`config.mk`:
```
export PLATFORM = sky130hd
export DESIGN_NAME = pipelined_ripple_adder_flat
export DESIGN_NICKNAME = d
export VERILOG_FILES = /design/src/rtl/pipelined_ripple_adder_if.sv /design/src/rtl/pipelined_ripple_adder.sv /design/src/flat_wrapper.sv
export SDC_FILE = /design/constraint.sdc
export NUM_CORES = 1
export LEC_CHECK = 0
export ABC_AREA = 1
export BUFFER_PORTS_ARGS = -buffer_cell sky130_fd_sc_hd__buf_2
export CAP_MARGIN = 10
export CORE_UTILIZATION = 50
export CTS_CLUSTER_DIAMETER = 200
export CTS_CLUSTER_SIZE = 16
export DETAILED_ROUTE_END_ITERATION = 16
export PLACE_DENSITY_LB_ADDON = 0.3
export SLEW_MARGIN = 20
export SYNTH_ARGS = -nofsm -noshare
export SYNTH_HDL_FRONTEND = slang
export SYNTH_SLANG_ARGS = --single-unit
```
`constraint.sdc`:
```
create_clock -name clk -period 14.35 [get_ports clk]
set_input_delay 3.5875 -clock clk [delete_from_list [all_inputs] [get_ports clk]]
set_output_delay 3.5875 -clock clk [all_outputs]
set_load 0.02 [all_outputs]
```
`src/rtl/pipelined_ripple_adder_if.sv`:
```
// Valid/ready operand and result channels of the pipelined ripple adder.
interface pipelined_ripple_adder_if #(
    parameter int WIDTH = 22
);
    logic             in_valid;
    logic             in_ready;
    logic [WIDTH-1:0] a;
    logic [WIDTH-1:0] b;
    logic             cin;
    logic             sub;
    logic             out_valid;
    logic             out_ready;
    logic [WIDTH-1:0] sum;
    logic             cout;

    modport master (
        output in_valid, a, b, cin, sub, out_ready,
        input  in_ready, out_valid, sum, cout
    );

    modport slave (
        input  in_valid, a, b, cin, sub, out_ready,
        output in_ready, out_valid, sum, cout
    );
endinterface

```
`src/rtl/pipelined_ripple_adder.sv`:
```
// WIDTH-bit add/subtract split into STAGES ripple segments, one register per
// segment, with a bubble-collapsing valid/ready pipeline.
module pipelined_ripple_adder #(
    parameter int WIDTH  = 22,
    parameter int STAGES = 2
) (
    input  logic                   clk,
    input  logic                   rst_n,
    pipelined_ripple_adder_if.slave bus
);
    localparam int STAGES_SAFE = (STAGES >= 1) ? STAGES : 1;
    localparam int SEG         = WIDTH / STAGES_SAFE;

    if (WIDTH < 1 || STAGES < 1 || STAGES > WIDTH || (WIDTH % STAGES_SAFE) != 0) begin : g_bad_params
        $error("pipelined_ripple_adder: illegal WIDTH/STAGES combination");
    end

    logic [STAGES-1:0] v_all;
    logic [STAGES-1:0] adv;

    // A stage may advance if it is empty or everything downstream of it advances.
    always_comb begin
        logic go;
        adv = '0;
        go  = !v_all[STAGES-1] || bus.out_ready;
        adv[STAGES-1] = go;
        for (int k = STAGES - 2; k >= 0; k--) begin
            go     = !v_all[k] || go;
            adv[k] = go;
        end
    end

    for (genvar k = 0; k < STAGES; k++) begin : g_stage
        logic             v_in;
        logic [WIDTH-1:0] a_in;
        logic [WIDTH-1:0] b_in;
        logic [WIDTH-1:0] s_in;
        logic             c_in;
        logic [WIDTH-1:0] s_d;
        logic             c_d;
        logic             v_q;
        logic             c_q;
        logic [WIDTH-1:0] s_q;

        if (k == 0) begin : g_capture
            assign v_in = bus.in_valid;
            assign a_in = bus.a;
            assign b_in = bus.sub ? ~bus.b : bus.b;
            assign c_in = bus.sub ? 1'b1 : bus.cin;
            assign s_in = '0;
        end else begin : g_chain
            assign v_in = g_stage[k-1].v_q;
            assign a_in = g_stage[k-1].g_ops.a_q;
            assign b_in = g_stage[k-1].g_ops.b_q;
            assign c_in = g_stage[k-1].c_q;
            assign s_in = g_stage[k-1].s_q;
        end

        // NOTE: blocking assignments here are deliberate; the carry must ripple
        // bit by bit within one evaluation of this combinational block.
        always_comb begin
            logic c;
            s_d = s_in;
            c   = c_in;
            for (int i = k * SEG; i < (k + 1) * SEG; i++) begin
                s_d[i] = a_in[i] ^ b_in[i] ^ c;
                c      = (a_in[i] & b_in[i]) | (c & (a_in[i] ^ b_in[i]));
            end
            c_d = c;
        end

        // NOTE: sum/carry registers are reset as well as the valid bit, so the
        // result port reads zero after reset rather than stale data.
        always_ff @(posedge clk or negedge rst_n) begin
            if (!rst_n) begin
                v_q <= 1'b0;
                c_q <= 1'b0;
                s_q <= '0;
            end else if (adv[k]) begin
                v_q <= v_in;
                if (v_in) begin
                    c_q <= c_d;
                    s_q <= s_d;
                end
            end
        end

        // The final stage has no unconsumed operand bits left to carry.
        if (k < STAGES - 1) begin : g_ops
            logic [WIDTH-1:0] a_q;
            logic [WIDTH-1:0] b_q;

            always_ff @(posedge clk or negedge rst_n) begin
                if (!rst_n) begin
                    a_q <= '0;
                    b_q <= '0;
                end else if (adv[k] && v_in) begin
                    a_q <= a_in;
                    b_q <= b_in;
                end
            end
        end

        assign v_all[k] = v_q;
    end

    assign bus.in_ready  = adv[0];
    assign bus.out_valid = v_all[STAGES-1];
    assign bus.sum       = g_stage[STAGES-1].s_q;
    assign bus.cout      = g_stage[STAGES-1].c_q;
endmodule

```
`src/flat_wrapper.sv`:
```
// flat-port wrapper written by rule: the top's interface ports become plain ports
module pipelined_ripple_adder_flat 
#(
    parameter int WIDTH  = 22,
    parameter int STAGES = 2
)
  (clk, rst_n, bus_in_valid, bus_a, bus_b, bus_cin, bus_sub, bus_out_ready, bus_in_ready, bus_out_valid, bus_sum, bus_cout);
  pipelined_ripple_adder_if #(.WIDTH(WIDTH)) bus_i ();
  input  logic clk;
  input  logic rst_n;
  input wire logic [$bits(bus_i.in_valid)-1:0] bus_in_valid;
  input wire logic [$bits(bus_i.a)-1:0] bus_a;
  input wire logic [$bits(bus_i.b)-1:0] bus_b;
  input wire logic [$bits(bus_i.cin)-1:0] bus_cin;
  input wire logic [$bits(bus_i.sub)-1:0] bus_sub;
  input wire logic [$bits(bus_i.out_ready)-1:0] bus_out_ready;
  output wire logic [$bits(bus_i.in_ready)-1:0] bus_in_ready;
  output wire logic [$bits(bus_i.out_valid)-1:0] bus_out_valid;
  output wire logic [$bits(bus_i.sum)-1:0] bus_sum;
  output wire logic [$bits(bus_i.cout)-1:0] bus_cout;
  assign bus_i.in_valid = bus_in_valid;
  assign bus_i.a = bus_a;
  assign bus_i.b = bus_b;
  assign bus_i.cin = bus_cin;
  assign bus_i.sub = bus_sub;
  assign bus_i.out_ready = bus_out_ready;
  assign bus_in_ready = bus_i.in_ready;
  assign bus_out_valid = bus_i.out_valid;
  assign bus_sum = bus_i.sum;
  assign bus_cout = bus_i.cout;
  pipelined_ripple_adder #(.WIDTH(WIDTH), .STAGES(STAGES)) u_core (.clk(clk), .rst_n(rst_n), .bus(bus_i));
endmodule
```
==> results of run 1 <==
[tightest hold or removal path: cells and delay by family, from the launching register on]
family | cells | cell delay (ns)
simple gates | 2 | 0.09
flops | 1 | 0.34
[final cells by class]
type / count / share of cell area [%]
sequential: 59 / 39.8
multi-input combinational: 241 / 38.6
timing repair buffer: 75 / 10.2
clock buffer: 12 / 4.45
inverter: 31 / 3.14
tap: 75 / 2.53
clock inverter: 4 / 1.28
[path summary, 6_finish.rpt]
check                                                     start                   endpoint  depth (start not counted)
min in group asynchronous                                 rst_n   u_core.g_stage[0].s_q[1]                          2
worst min-delay path                         u_core.bus.sum[15]         u_core.bus.sum[15]                          2
worst min register to register               u_core.bus.sum[15]         u_core.bus.sum[15]                          2
max in group asynchronous                                 rst_n   u_core.g_stage[0].s_q[8]                          2
worst max register to register  u_core.g_stage[0].g_ops.b_q[11]         u_core.bus.sum[21]                         15
worst max-delay path                                    bus_sub  u_core.g_stage[0].s_q[10]                         16
[cells by family after synthesis]
family | after synthesis | share of synthesized area [%]
simple gates | 205 | 28.2
flops | 59 | 47.3
buf+inv | 51 | 6.89
fa+ha+maj | 22 | 14.1
xor+xnor | 11 | 3.08
compound gates | 3 | 0.480
[layer usage]
metal,up-vias,track usage (%)
met5,-,0
met4,0,7.50
met2,66,31.1
li1,1204,-
met3,8,5.84
met1,1068,28.7
[registers in the layout (all words and copies together) (netlist names)]
| signal | cells |
|---|---|
| u_core.g_stage.s_q | 11 |
| u_core.g_stage.c_q | 1 |
| u_core.g_stage.v_q | 1 |
| u_core.g_stage.g_ops.b_q | 11 |
| u_core.bus.sum | 22 |
| u_core.bus.out_valid | 1 |
| u_core.bus.cout | 1 |
| u_core.g_stage.g_ops.a_q | 11 |
[synthesized netlist by cell type, drive strengths merged]
| library cell | instances | area [um2] |
|---|---|---|
| nand2 | 149 | 564 |
| inv | 31 | 116 |
| xnor2 | 10 | 87.6 |
| nor2 | 1 | 3.75 |
| xor2 | 1 | 8.76 |
| nand3b | 10 | 75.1 |
| dfrtp | 59 | 1480 |
| buf | 16 | 83.8 |
| fa | 22 | 440 |
| nand3 | 45 | 238 |
| clkbuf | 4 | 15.0 |
| o21ai | 3 | 15.0 |
[power breakdown]
part           internal [uW]  leakage (uW)  switching, uW
combinational           69.0       0.00125            112
sequential               214      0.000727           30.3
clock                   93.7      0.000108           62.0
[metrics by stage]
| step | std cells | power [uW] | area [um2] | util, % |
|---|---|---|---|---|
| CTS | 497 | 587 | 3710 | 61.9 |
| finish | 497 | 581 | 3710 | 61.9 |
| global route | 497 | 625 | 3710 | 61.9 |
| global placement | 481 | 425 | 3500 | 58.4 |
| detailed placement | 481 | 431 | 3500 | 58.4 |
| floorplan | 351 | 367 | 3120 | - |
==> results.sh, run 1 <==
export IMPL_holdBufCountCts=0
export IMPL_timing_reg2reg_setup_slack_ns=8.83
export IMPL_ctsHtreeMaxLevel=3
export IMPL_worstPathArrival_ns=8.78
export IMPL_category_of_the_worst_setup_path_capture_point="register"
export IMPL_timing_critical_path_max_delay_family="adder cells"
export IMPL_hpwlAfterDp_um=4290
export IMPL_n_antenna_cell=0
export IMPL_cp_required_ns=14.57
export IMPL_layout_worst_path_cycle_share_pct=59.7
export IMPL_synth_lib_cells_used_distinct=16
export IMPL_initial_util_pct=52.2
export IMPL_worst_setup_path_type="in -> reg"
export IMPL_slew_viol_final=0
export IMPL_setup_total_negative_slack_ns=0
export IMPL_syn_num_nets=423
export IMPL_max_slew_margin_pct=52.5
export IMPL_firstDrtPassIters=4
export IMPL_grt_ovfl_total=0
export IMPL_critical_path_most_common_cell="sky130_fd_sc_hd__fa_1"
export IMPL_area_growth_synth_to_final_pct=18.7
export IMPL_finalWeightedCongestion=0.757
export IMPL_die_w_um=81.0
export IMPL_met2_wire_len_um=2560
export IMPL_final_critical_path_required_period_ns=8.57
export IMPL_worst_ir_drop_vdd_mv=0.0790
export IMPL_clock_tree_from_tritoncts="yes"
export IMPL_cts_path_max_buffers=2
export IMPL_slowest_stage="sky130_fd_sc_hd__fa_1"
export IMPL_worstPathBufferInverterCount=2
export IMPL_vias_per_cell=4.72
export IMPL_clkSinkCount=59
export IMPL_cp_start_kind="input pin"
export IMPL_final_common_cell="sky130_fd_sc_hd__nand2_1"
export IMPL_hold_path_class="reg -> reg"
export IMPL_placementRows=28
export IMPL_hold_viol_final=0
export IMPL_yosysWarningCount=0
export IMPL_worst_clock_skew_ns=0.00580
export IMPL_post_cts_repair_setup_buffers=0
export IMPL_syn_area_um2=3120
export IMPL_antenna_violating_nets_post_route=0
export IMPL_wl_met3_um=324
export IMPL_cap_viol_max_count=0
export IMPL_leak_uw=0.00208
export IMPL_route_detailed_drc=0
export IMPL_nFillCells=527
export IMPL_antenna_found_initial=0
export IMPL_drt_iter0_markers=91
export IMPL_top_signal_layer_used="met4"
export IMPL_global_route_wire_length_before_repair_um=10100
export IMPL_via_count_of_the_first_global_routing_pass=2237
export IMPL_post_place_setup_slack_ns=5.43
export IMPL_route_final_wire_length_um=5800
export IMPL_path_cells="buf_2 > xnor2_1 > fa_1 > fa_1 > fa_1 > fa_1 > fa_1 > fa_1 > fa_1 > fa_1 > fa_1 > fa_1 > inv_1 > fa_1 > nand3_1 > nand2_1"
export IMPL_core_um2=5990
export IMPL_grt_max_degree=60
export IMPL_cts_root_buffer_cell="sky130_fd_sc_hd__clkbuf_8"
export IMPL_post_route_worst_setup_slack_ns=5.78
export IMPL_mean_syn_cell_area_um2=8.90
export IMPL_rsz0062_at_grt="false"
export IMPL_setup_violations_final=0
export IMPL_count_of_input_and_output_buffers=74
export IMPL_drt_wirelength_per_cell_um=11.7
export IMPL_slowest_delay_ns=0.45
export IMPL_clock_insertion_delay_worst_skew_ns=0.33
export IMPL_design_portCount=75
export IMPL_die_h_um=81.0
export IMPL_worst_slew_pin_slew_ns=0.712
export IMPL_register_area_um2=1480
export IMPL_most_common_layout_cells="sky130_fd_sc_hd__nand2_1, sky130_fd_sc_hd__buf_2, sky130_fd_sc_hd__dfrtp_1, sky130_fd_sc_hd__nand3_1, sky130_fd_sc_hd__inv_1"
export IMPL_final_hold_worst_slack_ns=0.465
export IMPL_dieArea_um2=6570
export IMPL_tritoncts_num_buffers=9
export IMPL_ys_ff_latch=59
export IMPL_vias=2346
export IMPL_timing_fmax_mhz=117
export IMPL_critPathMaxFanout=24
export IMPL_status="finished clean"
export IMPL_globalRouteTotalUtil_pct=20.7
export IMPL_syn_instance_count=351
export IMPL_fin_nets=489
export IMPL_drive_above_1_share_pct=22.3
export IMPL_cellPowerDensity_nw_per_um2=157
export IMPL_met1_routed_length_um=2820
export IMPL_multi_input_area_um2=1430
export IMPL_synth_yosys_seq_area_share_pct=47.3
export IMPL_worst_setup_hold_path_clk_slew_ns=0.06
export IMPL_post_cts_resized=0
No activity file was read; power rests on OpenSTA's default activity.
==> inputs of run 2 (changes only) <==
Settings changed: CORE_UTILIZATION 50 to 48.
Clock period 14.35 ns to 7.83 ns, I/O delays scaled along.
==> results.sh, run 2 (synthesis results as in run 1) <==
export IMPL_dieArea_um2=6840
export IMPL_cellPowerDensity_nw_per_um2=277
export IMPL_die_h_um=82.7
export IMPL_globalRouteTotalUtil_pct=19.9
export IMPL_cap_viol_max_count=0
export IMPL_area_growth_synth_to_final_pct=17.8
export IMPL_nFillCells=586
export IMPL_layout_worst_path_cycle_share_pct=84.5
export IMPL_finalWeightedCongestion=0.764
export IMPL_p_switching_uw=370
export IMPL_worstPathArrival_ns=6.83
export IMPL_slew_viol_final=0
export IMPL_drive_above_1_share_pct=21.7
export IMPL_met2_wire_len_um=2680
export IMPL_hpwlAfterDp_um=4290
export IMPL_cts_root_buffer_cell="sky130_fd_sc_hd__clkbuf_8"
export IMPL_top_signal_layer_used="met4"
export IMPL_route_final_wire_length_um=5960
export IMPL_via_count_of_the_first_global_routing_pass=2266
export IMPL_dpl_cell_count=484
export IMPL_vias=2359
export IMPL_max_slew_margin_pct=52.2
export IMPL_cp_required_ns=8.05
export IMPL_worst_ir_drop_vdd_mv=0.134
export IMPL_vias_per_cell=4.72
export IMPL_most_common_layout_cells="sky130_fd_sc_hd__nand2_1, sky130_fd_sc_hd__buf_2, sky130_fd_sc_hd__dfrtp_1, sky130_fd_sc_hd__nand3_1, sky130_fd_sc_hd__inv_1"
export IMPL_share_clk_of_total_power_pct=23.5
export IMPL_final_critical_path_required_period_ns=6.61
export IMPL_power_sequential_fraction_pct=44.1
export IMPL_antenna_found_initial=0
export IMPL_holdBufCountCts=0
export IMPL_worst_setup_hold_path_clk_slew_ns=0.06
export IMPL_final_cells=500
export IMPL_met1_routed_length_um=2940
export IMPL_final_hold_worst_slack_ns=0.467
export IMPL_drt_iter0_markers=144
export IMPL_die_w_um=82.7
export IMPL_design_portCount=75
export IMPL_ctsHtreeMaxLevel=3
export IMPL_n_antenna_cell=0
export IMPL_core_um2=6310
export IMPL_post_cts_repair_setup_buffers=0
export IMPL_category_of_the_worst_setup_path_capture_point="register"
export IMPL_final_common_cell="sky130_fd_sc_hd__nand2_1"
export IMPL_fin_nets=490
export IMPL_clock_insertion_delay_worst_skew_ns=0.33
export IMPL_post_cts_resized=0
export IMPL_cp_start_kind="input pin"
export IMPL_worst_slew_pin_slew_ns=0.718
export IMPL_largest_register_ff_count=22
export IMPL_cts_path_max_buffers=2
export IMPL_antenna_violating_nets_post_route=0
export IMPL_worst_setup_path_type="in -> reg"
export IMPL_worst_clock_skew_ns=0.00480
export IMPL_leak_uw=0.00207
export IMPL_global_route_wire_length_before_repair_um=10000
export IMPL_pwr_share_comb_pct=32.3
export IMPL_route_detailed_drc=0
export IMPL_setup_violations_final=0
export IMPL_setup_total_negative_slack_ns=0
export IMPL_netSwitchingFraction_pct=36.3
export IMPL_finish_utilization_pct=58.3
export IMPL_p_int_uw=650
export IMPL_placementRows=29
export IMPL_timing_fmax_mhz=151
export IMPL_count_of_input_and_output_buffers=74
export IMPL_hold_path_class="reg -> reg"
export IMPL_tritoncts_num_buffers=9
export IMPL_wl_met3_um=299
export IMPL_rsz0062_at_grt="false"
export IMPL_status="finished clean"
export IMPL_initial_util_pct=49.5
export IMPL_grt_max_degree=60
export IMPL_post_route_worst_setup_slack_ns=1.22
export IMPL_drt_wirelength_per_cell_um=11.9
export IMPL_clkSinkCount=59
export IMPL_post_place_setup_slack_ns=0.855
export IMPL_grt_ovfl_total=0
export IMPL_hold_viol_final=0
export IMPL_clock_tree_from_tritoncts="yes"
export IMPL_firstDrtPassIters=4
export IMPL_critPathMaxFanout=8
-- run 2: changes by cell type in the layout (fill, tap and decap cells not counted) --
cell                         before  now
sky130_fd_sc_hd__clkbuf_1         0    3
sky130_fd_sc_hd__buf_4            1    2
sky130_fd_sc_hd__bufinv_16        1    0
sky130_fd_sc_hd__clkbuf_8        12   11
sky130_fd_sc_hd__clkinvlp_4       1    0
-- run 2: per-stage QoR --
stage               instance area (um2)  total power, uW
floorplan                          3120              673
global placement                   3510              779
detailed placement                 3510              790
CTS                                3680             1030
global route                       3680             1100
finish                             3680             1020
-- run 2: layout make-up --
class | instances | area (um2) | share of cell area [%]
Sequential cell | 59 | 1480 | 40.1
Multi-Input combinational cell | 241 | 1430 | 38.9
Timing Repair Buffer | 76 | 385 | 10.5
Clock buffer | 14 | 163 | 4.42
Inverter | 31 | 116 | 3.16
Tap cell | 77 | 96.3 | 2.62
Clock inverter | 2 | 10.0 | 0.272
-- run 2: final timing paths --
path	startpoint	end	slack [ns]	cells past startpoint
worst max-delay path	bus_sub	u_core.g_stage[0].s_q[10]	1.22	16
worst min-delay path	u_core.bus.sum[16]	u_core.bus.sum[16]	0.47	2
max in group asynchronous	rst_n	u_core.g_stage[0].g_ops.a_q[18]	5.59	2
min in group asynchronous	rst_n	u_core.bus.sum[14]	1.77	2
worst max register to register	u_core.g_stage[0].g_ops.b_q[11]	u_core.bus.sum[21]	2.27	15
worst min register to register	u_core.bus.sum[16]	u_core.bus.sum[16]	0.47	2
-- run 2: routing by layer --
metal  vias up  track usage [%]
met5         -                0
met4         0             6.72
met3         4             5.27
met2        67             28.4
met1      1082             29.4
li1       1206                -
-- run 2: power groups by stage --
stage                     clock [uW]  combinational [uW]  sequential (uW)
after detailed placement           0                 335              455
after global routing             262                 379              461
after floorplan                    0                 163              510
after global placement             0                 326              452
final                            240                 330              450
after CTS                        247                 335              450
-- run 2: critical path: stages --
cell and delay [ns]:
sky130_fd_sc_hd__buf_2 0.17, sky130_fd_sc_hd__xnor2_1 0.16, sky130_fd_sc_hd__fa_1 0.41, sky130_fd_sc_hd__fa_1 0.39, sky130_fd_sc_hd__fa_1 0.39, sky130_fd_sc_hd__fa_1 0.39, sky130_fd_sc_hd__fa_1 0.39, sky130_fd_sc_hd__fa_1 0.39
sky130_fd_sc_hd__fa_1 0.39, sky130_fd_sc_hd__fa_1 0.38, sky130_fd_sc_hd__fa_1 0.39, sky130_fd_sc_hd__fa_1 0.37, sky130_fd_sc_hd__inv_1 0.08, sky130_fd_sc_hd__fa_1 0.41, sky130_fd_sc_hd__nand3_1 0.09, sky130_fd_sc_hd__nand2_1 0.07
